**config.mk**
```make
export PLATFORM = sky130hd
export DESIGN_NAME = rom_tx_sequencer
export DESIGN_NICKNAME = d
export VERILOG_FILES = /design/src/rtl/rom_tx_sequencer_pkg.sv /design/src/rtl/rom_tx_sequencer.sv
export SDC_FILE = /design/constraint.sdc
export NUM_CORES = 1
export LEC_CHECK = 0
export BUFFER_PORTS_ARGS = -buffer_cell sky130_fd_sc_hd__buf_2
export CAP_MARGIN = 15
export CORE_ASPECT_RATIO = 0.6
export CORE_MARGIN = 1
export CORE_UTILIZATION = 50
export DETAILED_ROUTE_END_ITERATION = 16
export PLACE_DENSITY = 0.78
export SLEW_MARGIN = 40
export SYNTH_ARGS = -nofsm -noshare
export SYNTH_HDL_FRONTEND = slang
export SYNTH_SLANG_ARGS = --single-unit
```
**constraint.sdc**
```tcl
create_clock -name clk -period 2 [get_ports clk]
set_input_delay 0.4 -clock clk [delete_from_list [all_inputs] [get_ports clk]]
set_output_delay 0.4 -clock clk [all_outputs]
set_load 0.01 [all_outputs]
```
**src/rtl/rom_tx_sequencer_pkg.sv**
```systemverilog
// Shared definitions for the ROM-to-UART message sequencer: default widths and FSM state type.
package rom_tx_sequencer_pkg;

  localparam int unsigned DefAddrWidth = 5;
  localparam int unsigned DefDataWidth = 8;

  typedef enum logic [2:0] {
    StIdle     = 3'd0,
    StFetch    = 3'd1,
    StLatch    = 3'd2,
    StSend     = 3'd3,
    StWaitBusy = 3'd4,
    StWaitDone = 3'd5,
    StFin      = 3'd6
  } seq_state_e;

endpackage

```
**src/rtl/rom_tx_sequencer.sv**
```systemverilog
// Streams a commanded run of cmd_len ROM bytes starting at cmd_base into uart_tx,
// handing each byte over only when the transmitter reports ready.
module rom_tx_sequencer
  import rom_tx_sequencer_pkg::*;
#(
  parameter int unsigned ADDR_WIDTH  = DefAddrWidth,
  parameter int unsigned DATA_WIDTH  = DefDataWidth,
  parameter bit          STOP_ON_NUL = 1'b0
) (
  input  logic                  clk,
  input  logic                  rst,
  input  logic                  cmd_valid,
  output logic                  cmd_ready,
  input  logic [ADDR_WIDTH-1:0] cmd_base,
  input  logic [ADDR_WIDTH:0]   cmd_len,
  output logic [ADDR_WIDTH-1:0] rom_addr,
  input  logic [DATA_WIDTH-1:0] rom_data,
  output logic [DATA_WIDTH-1:0] tx_data,
  output logic                  tx_start,
  input  logic                  tx_ready,
  output logic                  busy,
  output logic                  done,
  output logic [ADDR_WIDTH:0]   sent_cnt
);

  localparam logic [ADDR_WIDTH:0]   CntOne  = {{ADDR_WIDTH{1'b0}}, 1'b1};
  localparam logic [ADDR_WIDTH-1:0] AddrOne = {{(ADDR_WIDTH-1){1'b0}}, 1'b1};

  seq_state_e            state_q, state_d;
  logic [ADDR_WIDTH:0]   len_q, len_d;
  logic [ADDR_WIDTH:0]   sent_cnt_q, sent_cnt_d;
  logic [ADDR_WIDTH-1:0] rom_addr_q, rom_addr_d;
  logic [DATA_WIDTH-1:0] tx_data_q, tx_data_d;
  logic                  done_q, done_d;

  always_comb begin
    state_d    = state_q;
    len_d      = len_q;
    sent_cnt_d = sent_cnt_q;
    rom_addr_d = rom_addr_q;
    tx_data_d  = tx_data_q;
    done_d     = 1'b0;
    tx_start   = 1'b0;

    unique case (state_q)
      StIdle: begin
        if (cmd_valid) begin
          len_d      = cmd_len;
          rom_addr_d = cmd_base;
          sent_cnt_d = '0;
          state_d    = (cmd_len == '0) ? StFin : StFetch;
        end
      end
      StFetch: state_d = StLatch;
      StLatch: begin
        tx_data_d = rom_data;
        state_d   = (STOP_ON_NUL && (rom_data == '0)) ? StFin : StSend;
      end
      StSend: begin
        // Start is gated by ready in the same cycle so it can never fire into a busy transmitter.
        if (tx_ready) begin
          tx_start   = 1'b1;
          sent_cnt_d = sent_cnt_q + CntOne;
          rom_addr_d = rom_addr_q + AddrOne;
          state_d    = StWaitBusy;
        end
      end
      StWaitBusy: begin
        if (!tx_ready) state_d = StWaitDone;
      end
      StWaitDone: begin
        if (tx_ready) state_d = (sent_cnt_q == len_q) ? StFin : StFetch;
      end
      StFin: begin
        done_d  = 1'b1;
        state_d = StIdle;
      end
      default: state_d = StIdle;
    endcase
  end

  always_ff @(posedge clk) begin
    if (rst) begin
      state_q    <= StIdle;
      len_q      <= '0;
      sent_cnt_q <= '0;
      rom_addr_q <= '0;
      tx_data_q  <= '0;
      done_q     <= 1'b0;
    end else begin
      state_q    <= state_d;
      len_q      <= len_d;
      sent_cnt_q <= sent_cnt_d;
      rom_addr_q <= rom_addr_d;
      tx_data_q  <= tx_data_d;
      done_q     <= done_d;
    end
  end

  assign cmd_ready = (state_q == StIdle);
  assign busy      = (state_q != StIdle);
  assign done      = done_q;
  assign rom_addr  = rom_addr_q;
  assign tx_data   = tx_data_q;
  assign sent_cnt  = sent_cnt_q;

endmodule
```
==> impl_metrics.tcl <==
set metrics [dict create \
    drt-total-wl_um 3690 \
    io_pins 46 \
    num_vias 1421 \
    maxUsedRoutingLayer "met4" \
    cts_hold_buf 0 \
    start_util_pct 55.1 \
    worstSetupPathType "flip-flop to output port" \
    crit_chain "or3b_4, a21o_4, nor2_1, buf_2" \
    die_w_um 71.3 \
    violations "DRC" \
    drt_iter0_drc 76 \
    multi_input_area_sq_um 812 \
    routed_via_density 5.68 \
    nets 242 \
    cts_made_buffers 5 \
    cts.sinks 29 \
    cpPeakStageDelay_ps 400 \
    track_usage_pct 25.2 \
    met2_length_um 1750 \
    drt_pass1_iterations 10 \
    routedWlPerCell_um 14.8 \
    fin_skew_ps 7.86 \
    die_h_um 43.6 \
    power_leakage_nw 0.837 \
    pre_cts_ws_ps 117 \
    cts_tree "yes" \
    grt_pass1_wl_um 5940 \
    grt_pass1_vias 1318 \
    wl_met3_um 222 \
    worstSetupEndpointType "output port" \
    syn_inst 169 \
    ys_warn_count 0 \
    crit_buf_inv 1 \
    coreArea_sq_um 2610 \
    tns_ps 0 \
    cpMaxStageDelayCell "or3b_4" \
    rsz0062_at_grt "no" \
    area_growth_pct 28.5 \
    wl_met1_um 1680 \
    synth_area_per_cell_sq_um 8.51 \
    cap_violations 0 \
    drive_above_1_share_pct 30.3 \
    synthDistinctLibCells 37 \
    crit_family "simple AND/OR/NAND/NOR gates" \
    hold_viol_final 0 \
    synth_edf_count 0 \
    grt-ovfl-total 0 \
    postSynth.asyncResetShare_pct 0 \
    synth_seq_area_share_pct 40.3 \
    start_kind "flip-flop" \
    grt_start_max_net_pins 27 \
    layout_common_cells "buf_2 (45), dfxtp_1 (28), nor2_1 (23)" \
    htree_levels 2 \
    slew_viol_final 0 \
    power.density_nw_per_um2 905 \
    dp_hpwl_um 2560 \
    drc_errors 4 \
    slew_headroom_pct 67.1 \
    cts_buffer_depth 2 \
    syn_nets 194 \
    ant_nets 0 \
    fin_ws_ps 84.1 \
    fill_cells 207 \
    crit_arrival_ps 1520 \
    clockRootBuffer "clkbuf_8" \
    gp_congestion 0.835 \
    synth_ff_type "dfxtp_1" \
    fmax_mhz 522 \
    syn_area_sq_um 1440 \
    rows 14 \
    crit_fanout 10 \
    post-route-period-util_pct 95.8 \
    regArea_sq_um 582 \
    crit_required_ps 1600 \
    n_antenna_cell 0 \
    worst_pin_slew_ps 493 \
    status "finished with violations" \
    clkTransAtPathRegs_ps 70 \
    hold_path_class "input pin to flip-flop" \
    setup_violations 0 \
    die_area_sq_um 3100 \
    fin_crit_ps 1920 \
    antenna_found_initial 0 \
    clock_latency_ps 280 \
    ir_worst_vdd_mv 0.704 \
    ys_ff_latch 29 \
    final_common_cell "buf_2" \
    io_buffer_count 45 \
]
cell type report:
class	count	share of cell area (%)
clock buffer	5	3.72
clock inverter	3	3.52
multi-input combinational	127	43.9
inverter	3	0.609
tap	32	2.17
timing repair buffer	51	14.6
sequential	29	31.5
what timing repair did:
action | CTS | global route
gates resized for setup | 1 | 3
pin swaps | 0 | 1
endpoints found under the setup margin | 1 | 1
buffers inserted | 0 | 1
final timing paths:
kind,cells past startpoint,to,from,slack (ps)
max,4,tx_start,state_q[0]$_SDFFE_PP0P_,80
min,3,tx_data[1]$_SDFFE_PP0N_,rom_data[1],350
max reg2reg,5,sent_cnt[5]$_SDFFE_PP0P_,state_q[0]$_SDFFE_PP0P_,220
min reg2reg,2,tx_data[1]$_SDFFE_PP0N_,tx_data[1]$_SDFFE_PP0N_,490
metal layers:
layer	vias up	track usage, %
met3	6	7.21
met5	-	0
met2	47	42.7
li1	693	-
met1	675	32.2
met4	0	6.80
registers in the layout, summed over array words and instances (netlist names):
signal    count
done          1
rom_addr      5
len_q         6
sent_cnt      6
tx_data       8
state_q       3
power by group:
| group | switching (mW) | internal, mW |
|---|---|---|
| registers | 0.0328 | 0.616 |
| clock network | 0.226 | 0.495 |
| logic | 0.163 | 0.140 |
| total | 0.422 | 1.25 |
per-stage QoR:
stage	cells	instance area [sq um]	hold WS [ps]	total power [mW]	utilization, %
6_report	250	1850	351	1.67	70.9
5_1_grt	250	1850	367	1.75	70.9
4_1_cts	249	1830	351	1.67	70.2
3_5_place_dp	241	1700	478	0.947	65.0
3_3_place_gp	241	1700	469	0.932	65.0
2_1_floorplan	169	1440	480	0.847	-
tightest hold or removal path, stage by stage:
cell     delay [ps]
buf_2            70
mux2i_1          60
nor2_1           70
kinds of logic after synthesis:
group	Yosys count	synth area share (%)
AND/OR/NAND/NOR	70	25.6
AO/OA/AOI/OAI	34	14.4
flip-flops	29	40.3
multiplexers	14	9.74
buffers and inverters	13	3.91
XOR/XNOR	7	4.26
adder cells (fa/ha/maj)	2	1.74
cell usage after synthesis (2+ instances only):
master / number / area, sq um
xor2_1: 7 / 61.3
buf_2: 3 / 15.0
o21ai_0: 13 / 65.1
or3_1: 6 / 37.5
a21oi_1: 11 / 55.1
clkbuf_1: 6 / 22.5
ha_1: 2 / 25.0
nor2b_1: 2 / 12.5
nand2_1: 8 / 30.0
a21o_1: 3 / 22.5
nand3_1: 9 / 45.0
inv_1: 3 / 11.3
mux2i_1: 14 / 140
nor4_1: 2 / 12.5
nor3_1: 3 / 15.0
nor2_1: 23 / 86.3
dfxtp_1: 29 / 581
and2_1: 6 / 37.5
(Power assumes the default switching activity.)
